===== config.mk =====
export PLATFORM = sky130hd
export DESIGN_NAME = matrix_tx_fmt
export DESIGN_NICKNAME = d
export VERILOG_FILES = /design/src/rtl/matrix_tx_fmt.sv
export SDC_FILE = /design/constraint.sdc
export NUM_CORES = 1
export LEC_CHECK = 0
export BUFFER_PORTS_ARGS = -buffer_cell sky130_fd_sc_hd__buf_2
export CORE_UTILIZATION = 58
export DETAILED_ROUTE_END_ITERATION = 10
export PLACE_DENSITY = 0.78
export SLEW_MARGIN = 5
export SYNTH_ARGS = -nofsm -noshare
export SYNTH_HDL_FRONTEND = slang
export SYNTH_SLANG_ARGS = --single-unit
export TNS_END_PERCENT = 10

===== constraint.sdc =====
create_clock -name clk -period 3.7 [get_ports clk]
set_input_delay 0.185 -clock clk [delete_from_list [all_inputs] [get_ports clk]]
set_output_delay 0.185 -clock clk [all_outputs]
set_load 0.01 [all_outputs]

===== src/rtl/matrix_tx_fmt.sv =====
// Streams a stored matrix as ASCII decimal text (space-separated, CRLF per row) into uart_tx.
// Each byte waits for tx_busy low before tx_start, then for the busy high/low cycle; a stuck tx_busy stalls indefinitely.
module matrix_tx_fmt #(
  parameter int ROWS_MAX = 5,
  parameter int COLS_MAX = 5,
  parameter int DATA_W   = 8,
  parameter int ADDR_W   = 5
) (
  input  logic              clk,
  input  logic              rst_n,
  input  logic              start,
  input  logic [2:0]        rows,
  input  logic [2:0]        cols,
  input  logic [ADDR_W-1:0] base_addr,
  output logic [ADDR_W-1:0] rd_addr,
  input  logic [DATA_W-1:0] rd_data,
  output logic [7:0]        tx_data,
  output logic              tx_start,
  input  logic              tx_busy,
  output logic              busy,
  output logic              done
);

  localparam logic [2:0] S_IDLE = 3'd0;
  localparam logic [2:0] S_RD   = 3'd1;
  localparam logic [2:0] S_RDW  = 3'd2;
  localparam logic [2:0] S_CONV = 3'd3;
  localparam logic [2:0] S_SEND = 3'd4;
  localparam logic [2:0] S_WHI  = 3'd5;
  localparam logic [2:0] S_WLO  = 3'd6;
  localparam logic [2:0] S_DONE = 3'd7;

  logic [2:0]        state_q, state_d;
  logic [2:0]        rows_q, rows_d;
  logic [2:0]        cols_q, cols_d;
  logic [ADDR_W-1:0] base_q, base_d;
  logic [2:0]        r_q, r_d;
  logic [2:0]        c_q, c_d;
  logic [ADDR_W-1:0] rd_addr_q, rd_addr_d;
  logic [4:0][7:0]   byte_q, byte_d;
  logic [2:0]        nbytes_q, nbytes_d;
  logic [2:0]        idx_q, idx_d;
  logic [7:0]        tx_data_q, tx_data_d;
  logic              tx_start_q, tx_start_d;

  logic [2:0]        rows_clamp, cols_clamp;
  logic [ADDR_W-1:0] elem_addr;
  logic [3:0]        dig_h, dig_t, dig_o;
  logic [4:0][7:0]   fmt_b;
  logic [2:0]        fmt_n;

  assign rows_clamp = (rows > 3'(ROWS_MAX)) ? 3'(ROWS_MAX) : rows;
  assign cols_clamp = (cols > 3'(COLS_MAX)) ? 3'(COLS_MAX) : cols;
  assign elem_addr  = base_q + ADDR_W'(r_q) * ADDR_W'(COLS_MAX) + ADDR_W'(c_q);

  // Digit queue: leading zeros suppressed, then ' ' or CR LF depending on column.
  always_comb begin
    dig_h = 4'(rd_data / DATA_W'(100));
    dig_t = 4'((rd_data / DATA_W'(10)) % DATA_W'(10));
    dig_o = 4'(rd_data % DATA_W'(10));
    fmt_b = '0;
    fmt_n = 3'd0;
    if (dig_h != 4'd0) begin
      fmt_b[fmt_n] = {4'h3, dig_h};
      fmt_n        = fmt_n + 3'd1;
    end
    if (dig_h != 4'd0 || dig_t != 4'd0) begin
      fmt_b[fmt_n] = {4'h3, dig_t};
      fmt_n        = fmt_n + 3'd1;
    end
    fmt_b[fmt_n] = {4'h3, dig_o};
    fmt_n        = fmt_n + 3'd1;
    if (c_q != cols_q - 3'd1) begin
      fmt_b[fmt_n] = 8'h20;
      fmt_n        = fmt_n + 3'd1;
    end else begin
      fmt_b[fmt_n] = 8'h0D;
      fmt_n        = fmt_n + 3'd1;
      fmt_b[fmt_n] = 8'h0A;
      fmt_n        = fmt_n + 3'd1;
    end
  end

  always_comb begin
    state_d    = state_q;
    rows_d     = rows_q;
    cols_d     = cols_q;
    base_d     = base_q;
    r_d        = r_q;
    c_d        = c_q;
    rd_addr_d  = rd_addr_q;
    byte_d     = byte_q;
    nbytes_d   = nbytes_q;
    idx_d      = idx_q;
    tx_data_d  = tx_data_q;
    tx_start_d = 1'b0;
    case (state_q)
      S_IDLE: begin
        if (start) begin
          rows_d  = rows_clamp;
          cols_d  = cols_clamp;
          base_d  = base_addr;
          r_d     = 3'd0;
          c_d     = 3'd0;
          state_d = (rows_clamp == 3'd0 || cols_clamp == 3'd0) ? S_DONE : S_RD;
        end
      end
      S_RD: begin
        rd_addr_d = elem_addr;
        state_d   = S_RDW;
      end
      S_RDW:  state_d = S_CONV;
      S_CONV: begin
        byte_d   = fmt_b;
        nbytes_d = fmt_n;
        idx_d    = 3'd0;
        state_d  = S_SEND;
      end
      S_SEND: begin
        if (!tx_busy) begin
          tx_data_d  = byte_q[idx_q];
          tx_start_d = 1'b1;
          state_d    = S_WHI;
        end
      end
      // The tx_start cycle itself is skipped: uart_tx cannot have raised busy yet.
      S_WHI: begin
        if (!tx_start_q && tx_busy) begin
          state_d = S_WLO;
        end
      end
      S_WLO: begin
        if (!tx_busy) begin
          if (idx_q + 3'd1 < nbytes_q) begin
            idx_d   = idx_q + 3'd1;
            state_d = S_SEND;
          end else if (c_q != cols_q - 3'd1) begin
            c_d     = c_q + 3'd1;
            state_d = S_RD;
          end else if (r_q != rows_q - 3'd1) begin
            c_d     = 3'd0;
            r_d     = r_q + 3'd1;
            state_d = S_RD;
          end else begin
            state_d = S_DONE;
          end
        end
      end
      S_DONE:  state_d = S_IDLE;
      default: state_d = S_IDLE;
    endcase
  end

  always_ff @(posedge clk or negedge rst_n) begin
    if (!rst_n) begin
      state_q    <= S_IDLE;
      rows_q     <= 3'd0;
      cols_q     <= 3'd0;
      base_q     <= '0;
      r_q        <= 3'd0;
      c_q        <= 3'd0;
      rd_addr_q  <= '0;
      byte_q     <= '0;
      nbytes_q   <= 3'd0;
      idx_q      <= 3'd0;
      tx_data_q  <= 8'h00;
      tx_start_q <= 1'b0;
    end else begin
      state_q    <= state_d;
      rows_q     <= rows_d;
      cols_q     <= cols_d;
      base_q     <= base_d;
      r_q        <= r_d;
      c_q        <= c_d;
      rd_addr_q  <= rd_addr_d;
      byte_q     <= byte_d;
      nbytes_q   <= nbytes_d;
      idx_q      <= idx_d;
      tx_data_q  <= tx_data_d;
      tx_start_q <= tx_start_d;
    end
  end

  assign rd_addr  = rd_addr_q;
  assign tx_data  = tx_data_q;
  assign tx_start = tx_start_q;
  assign busy     = (state_q != S_IDLE) && (state_q != S_DONE);
  assign done     = (state_q == S_DONE);

endmodule

==> impl_metrics.env, run 1 <==
export IMPL_wl_met2_um=5360
export IMPL_placed_area_sq_um=5000
export IMPL_synth_enable_flop_cells=0
export IMPL_cts_root_buf="clkbuf_8"
export IMPL_num_antenna_cells=0
export IMPL_drc_errors=0
export IMPL_synthDistinctLibCells=88
export IMPL_crit_path_max_incr_delay_ns=0.39
export IMPL_yosys_area_top_type="dfrtp_1"
export IMPL_worstSetupEndpointType="flop"
export IMPL_drt_met1_wl_um=4880
export IMPL_cts_hold_buf=0
export IMPL_required_ns=3.94
export IMPL_final_nets=584
export IMPL_critical_path_arrival_ns=3.62
export IMPL_fillers=617
export IMPL_total_power_mw=3.73
export IMPL_rsz0062_at_grt="no"
export IMPL_reg2reg_depth=10
export IMPL_post_route_period_util=0.912
export IMPL_antenna_found_initial=0
export IMPL_layout_commonest_cell="dfrtp_1"
export IMPL_overflow=0
export IMPL_power_density_nw_per_um2=709
export IMPL_reg2reg_to="r_q[2]$_DFFE_PN0P_"
export IMPL_setup_viol=0
export IMPL_drt_iter0_drc=231
export IMPL_cp_max_fo=8
export IMPL_place_hpwl_um=7790
export IMPL_vias_per_cell=5.97
export IMPL_cp_num_cells=18
export IMPL_synthArstFlopShare=1.00
export IMPL_syn_area_sq_um=4660
export IMPL_max_freq_ghz=0.296
export IMPL_hold_slack_ns=0.00538
export IMPL_hold_path_class="in2async"
export IMPL_die_x_um=91.7
export IMPL_ios=39
export IMPL_power_leakage_nw=2.34
export IMPL_cts_tree="built"
export IMPL_vias=3845
export IMPL_path_cells="buf_2, nor2b_1, a222oi_1, and2_1, inv_1, ha_1, and2_1, a31oi_2, o21a_4, xnor2_2, ha_2, inv_1, nor3_1, o211ai_1, mux2_4, a31oi_4, mux2i_1, a221o_1"
export IMPL_port_buffers=36
export IMPL_crit_type="in2reg"
export IMPL_slew_violations=0
export IMPL_ys_flop_type="dfrtp_1"
export IMPL_cts_num_sinks=65
export IMPL_htreeDepth=3
export IMPL_rows=32
export IMPL_ir_drop_uv=352
export IMPL_skew_ns=0.00987
export IMPL_slew_headroom=0.326
export IMPL_yosys_area_top_type_share=0.349
export IMPL_drtPass1Iterations=5
export IMPL_critPathBufInv=3
export IMPL_cpLargestDelayFamily="compound AO/OA/AOI/OAI gates"
export IMPL_tightest_slew_ns=1.01
export IMPL_worst_slack_ns=0.325
export IMPL_post_drt_wl_per_cell_um=16.6
export IMPL_top_layer="met4"
export IMPL_coreArea_sq_um=7770
export IMPL_fp_dieArea_sq_um=8410
export IMPL_syn_inst=493
export IMPL_r2r_slack_ns=0.80
export IMPL_synthTopCellsByArea="dfrtp_1 35%, ha_1 5.4%, o21ai_0 3.8%"
export IMPL_dp_cells=627
export IMPL_start_util=0.601
export IMPL_syn_to_final_growth_pct=12.8
export IMPL_grt_pass1_vias=3783
export IMPL_grt_max_degree=45
export IMPL_finalWirelength_um=10700
export IMPL_r2r_start="idx_q[0]$_DFFE_PN0P_"
export IMPL_crit_path_start_kind="input port"
export IMPL_synth_warnings=0
export IMPL_grt_pass1_wl_um=18200
export IMPL_period_needed_ns=3.37
export IMPL_wl_met3_um=322
export IMPL_layout_common_cells="65 x dfrtp_1, 37 x nor2_1, 36 x nand2_1, 35 x o21ai_0, 35 x buf_2"
export IMPL_instances_no_fill=644
export IMPL_postLayoutCellArea_sq_um=5260
export IMPL_synth_sequential_area_ratio=0.349
export IMPL_drive_gt1_frac=0.232
export IMPL_cap_viol_max_count=0
export IMPL_track_usage=0.273
export IMPL_drtAntennaViolNets=0
export IMPL_cts_clk_slew_worst_paths_ns=0.07
export IMPL_slowest_stage="a222oi_1"
export IMPL_die_h_um=91.7
export IMPL_cts_max_path_buffers=2
export IMPL_ys_ff_latch=65
export IMPL_finalHoldViolations=0
export IMPL_dp_slack_ns=-0.0602
export IMPL_outcome="complete, no violations"
export IMPL_place_congestion=0.989
export IMPL_avgSynthCellArea_sq_um=9.46
export IMPL_clk_latency_ns=0.35
export IMPL_numCtsBuffers=9
timing repair:
action	4_1_cts	5_1_grt
buffers inserted	0	1
gates resized for setup	0	3
setup endpoints to repair	0	5
cell usage after synthesis (3+ instances only):
master     instances
a211oi_1           5
a21o_1             9
a21oi_1           21
a22o_1             3
a22oi_1            9
a31oi_1            7
and2_1             7
buf_4              7
buf_6              6
clkbuf_1          16
dfrtp_1           65
fa_1               4
ha_1              20
inv_1             29
mux2_2             9
mux2i_1            5
mux4_2             6
nand2_1           36
nand2b_1          10
nand3_1            6
nor2_1            37
nor2b_1            4
nor3_1            11
nor4bb_1           3
o2111ai_1          4
o211ai_1           4
o21a_1             5
o21ai_0           35
o21ai_1            7
o22a_1             3
o31ai_1            5
or2_2              4
or3_1              4
xnor2_1           17
xor2_1             3
per-stage QoR:
| step | TNS, ns | utilization |
|---|---|---|
| after floorplan | 0 | - |
| after global placement | 0 | 0.643 |
| after detailed placement | -0.219 | 0.643 |
| after CTS | 0 | 0.675 |
| after global routing | 0 | 0.677 |
| final | 0 | 0.677 |
layer usage:
| metal | vias to the layer above | GRT usage |
|---|---|---|
| li1 | 1880 | - |
| met1 | 1865 | 0.357 |
| met2 | 88 | 0.474 |
| met3 | 12 | 0.0456 |
| met4 | 0 | 0.0622 |
| met5 | - | 0 |
logic make-up after synthesis:
group / synth area share
AO/OA/AOI/OAI: 0.246
AND/OR/NAND/NOR: 0.162
flip-flops: 0.349
buffers and inverters: 0.0673
adder cells (fa/ha/maj): 0.0732
multiplexers: 0.0646
XOR/XNOR: 0.0376
other: 0.000804
how the worst max path moves through the flow:
stage | startpoint | slack, ns | end
global placement | rd_data[6] | 0.05 | byte_q[10]$_DFFE_PN0P_
global route | rd_data[5] | 0.05 | nbytes_q[2]$_DFFE_PN0P_
CTS | rd_data[6] | 0.28 | nbytes_q[0]$_DFFE_PN0P_
finish | rd_data[5] | 0.33 | byte_q[10]$_DFFE_PN0P_
detailed placement | rd_data[6] | -0.06 | nbytes_q[0]$_DFFE_PN0P_
floorplan | rd_data[6] | 0.02 | byte_q[11]$_DFFE_PN0P_
state kept, by name, indices dropped and copies added, names as in the netlist, 5 cells and up:
register,flops
base_q,5
byte_q,27
rd_addr,5
tx_data,6
worst register-to-register path, cell delays in order (launching register included):
cell and delay [ns]:
dfrtp_1 0.69, ha_1 0.35, ha_1 0.28, a21boi_0 0.19, o21ai_0 0.10, nand2b_1 0.17, a22oi_1 0.08, or2_2 0.34
a21o_1 0.22, or2_0 0.24, o21ai_0 0.15
final cells by class:
type | instances | area, sq um | share of cell area
clock inverters | 6 | 115 | 0.0219
inverters | 32 | 120 | 0.0228
multi-input cells | 365 | 2750 | 0.523
clock buffers | 10 | 128 | 0.0243
well taps | 102 | 128 | 0.0243
repair buffers | 64 | 393 | 0.0747
flip-flops and latches | 65 | 1630 | 0.309
power breakdown:
part           internal, mW  switching (mW)  total (mW)
Sequential             1.01           0.274        1.28
Clock                 0.451           0.289       0.740
Combinational         0.789           0.923        1.71
(Power assumes the default switching activity.)
==> inputs of run 2 (changes only) <==
==> constraint.sdc (replaced) <==
create_clock -name clk -period 3.7 [get_ports clk]
set_input_delay 0.74 -clock clk [delete_from_list [all_inputs] [get_ports clk]]
set_output_delay 0.74 -clock clk [all_outputs]
set_load 0.01 [all_outputs]
==> run 2 against run 1 <==
- critical endpoint is now byte_q[11]$_DFFE_PN0P_
- final cell count is 5.6% higher
- utilization is 4.2 points higher
- highest routed layer unchanged
- the run now ends with setup timing left
- first-iteration DRC count is 35% higher
==> impl_metrics.env, run 2 (synthesis gave the netlist of run 1 again) <==
export IMPL_track_usage=0.293
export IMPL_finalHoldViolations=0
export IMPL_grt_pass1_wl_um=19600
export IMPL_final_util=0.719
export IMPL_drt_iter0_drc=313
export IMPL_rows=32
export IMPL_cts_tree="built"
export IMPL_place_hpwl_um=8290
export IMPL_ir_drop_uv=256
export IMPL_outcome="finished, violations left"
export IMPL_vias_per_cell=5.93
export IMPL_num_antenna_cells=0
export IMPL_slew_headroom=0.332
export IMPL_fillers=566
export IMPL_hold_depth=1
export IMPL_finalWirelength_um=11300
export IMPL_post_route_period_util=1.02
export IMPL_setup_viol=14
export IMPL_cts_hold_buf=0
export IMPL_start_util=0.601
export IMPL_overflow=0
export IMPL_worstSetupEndpointType="flop"
export IMPL_cp_max_fo=6
export IMPL_r2r_start="idx_q[0]$_DFFE_PN0P_"
export IMPL_port_buffers=36
export IMPL_cts_clk_slew_worst_paths_ns=0.06
export IMPL_rsz0062_at_grt="yes"
export IMPL_final_nets=622
export IMPL_crit_path_start_kind="input port"
export IMPL_cap_viol_max_count=0
export IMPL_die_x_um=91.7
export IMPL_skew_ns=0.00664
export IMPL_regMostFlops="byte_q"
export IMPL_cts_max_path_buffers=2
export IMPL_largest_register_ffs=27
export IMPL_max_freq_ghz=0.264
export IMPL_antenna_found_initial=0
export IMPL_slowest_stage="a222oi_1"
export IMPL_cp_startpoint="rd_data[4]"
export IMPL_vias=4035
export IMPL_cts_root_buf="clkbuf_8"
export IMPL_tightest_slew_ns=0.999
export IMPL_die_h_um=91.7
export IMPL_crit_path_max_incr_delay_ns=0.50
export IMPL_dp_cells=653
export IMPL_power_leakage_nw=2.51
export IMPL_layout_common_cells="66 x buf_4, 65 x dfrtp_1, 36 x nor2_1, 36 x nand2_1, 34 x o21ai_0"
export IMPL_layout_commonest_cell="buf_4"
export IMPL_endpoint="byte_q[11]$_DFFE_PN0P_"
export IMPL_place_congestion=0.823
export IMPL_drive_gt1_frac=0.301
export IMPL_required_ns=3.94
export IMPL_power_density_nw_per_um2=654
export IMPL_crit_type="in2reg"
export IMPL_slew_violations=0
export IMPL_numCtsBuffers=9
export IMPL_syn_to_final_growth_pct=19.7
export IMPL_coreArea_sq_um=7770
export IMPL_fin_setup_tns_ns=-0.514
export IMPL_hold_path_class="reg2reg"
export IMPL_clk_latency_ns=0.33
export IMPL_period_needed_ns=3.78
export IMPL_ios=39
export IMPL_drtPass1Iterations=5
export IMPL_dp_slack_ns=-0.469
export IMPL_drc_errors=0
export IMPL_failed_checks="setup timing"
export IMPL_reg2reg_depth=10
export IMPL_post_drt_wl_per_cell_um=16.6
export IMPL_path_cells="buf_4, and2b_4, a222oi_1, and2_4, inv_4, ha_4, and2_4, a31oi_4, o21a_4, xnor2_4, ha_4, o21ai_0, o32a_1, a31oi_4, buf_6, nor2_4, a311oi_2"
export IMPL_reg2reg_to="r_q[2]$_DFFE_PN0P_"
export IMPL_fp_dieArea_sq_um=8410
export IMPL_htreeDepth=3
export IMPL_grt_pass1_vias=4195
export IMPL_worst_slack_ns=-0.0828
export IMPL_critical_path_arrival_ns=4.02
export IMPL_cts_num_sinks=65
export IMPL_r2r_slack_ns=0.78
export IMPL_grt_max_degree=45
export IMPL_drtAntennaViolNets=0
export IMPL_instances_no_fill=680
export IMPL_total_power_mw=3.65
==> run 2: metrics by stage <==
stage | cell area [sq um] | hold slack (ns)
finish | 5580 | 0.472
global route | 5580 | 0.488
CTS | 5570 | 0.475
detailed placement | 5240 | 0.462
global placement | 5240 | 0.454
floorplan | 4730 | 0.430
==> run 2: timing repair <==
item                                    in CTS  in global routing
buffers inserted                            14                  0
gates resized for setup                      7                  7
endpoints found under the setup margin      16                 16
pin swaps                                   14                  6
==> run 2: metal layers <==
layer,track usage,wire length (um),vias to the layer above
met5,0,0,-
li1,-,-,1946
met3,0.0481,394,16
met1,0.366,4890,1972
met4,0.102,181,0
met2,0.511,5830,101
==> run 2: final cells by class <==
cell class | instances | area, sq um | share of cell area
clock buffers | 11 | 141 | 0.0253
clock inverters | 3 | 42.5 | 0.00762
inverters | 32 | 123 | 0.0220
multi-input cells | 365 | 2830 | 0.506
flip-flops and latches | 65 | 1630 | 0.291
well taps | 102 | 128 | 0.0229
repair buffers | 102 | 697 | 0.125
==> run 2: how the worst min path moves through the flow <==
stage,startpoint,to,slack (ns)
final,byte_q[5]$_DFFE_PN0P_,byte_q[5]$_DFFE_PN0P_,0.47
after CTS,byte_q[19]$_DFFE_PN0P_,byte_q[19]$_DFFE_PN0P_,0.48
after global routing,byte_q[4]$_DFFE_PN0P_,byte_q[4]$_DFFE_PN0P_,0.49
after detailed placement,byte_q[19]$_DFFE_PN0P_,byte_q[19]$_DFFE_PN0P_,0.46
after global placement,byte_q[19]$_DFFE_PN0P_,byte_q[19]$_DFFE_PN0P_,0.45
after floorplan,byte_q[4]$_DFFE_PN0P_,byte_q[4]$_DFFE_PN0P_,0.43
==> run 2: worst max-delay path, delay by kind of cell <==
family	cells	cell delay, ns
XOR/XNOR	1	0.08
buffers and inverters	3	0.33
adder cells (fa/ha/maj)	2	0.43
AO/OA/AOI/OAI	7	1.85
AND/OR/NAND/NOR	4	0.59
==> run 2: power breakdown <==
group / leakage (nW) / internal [mW] / switching, mW
sequential: 0.789 / 1.01 / 0.268
combinational: 1.63 / 0.858 / 0.951
clock: 0.0913 / 0.321 / 0.250
total: 2.51 / 2.18 / 1.47
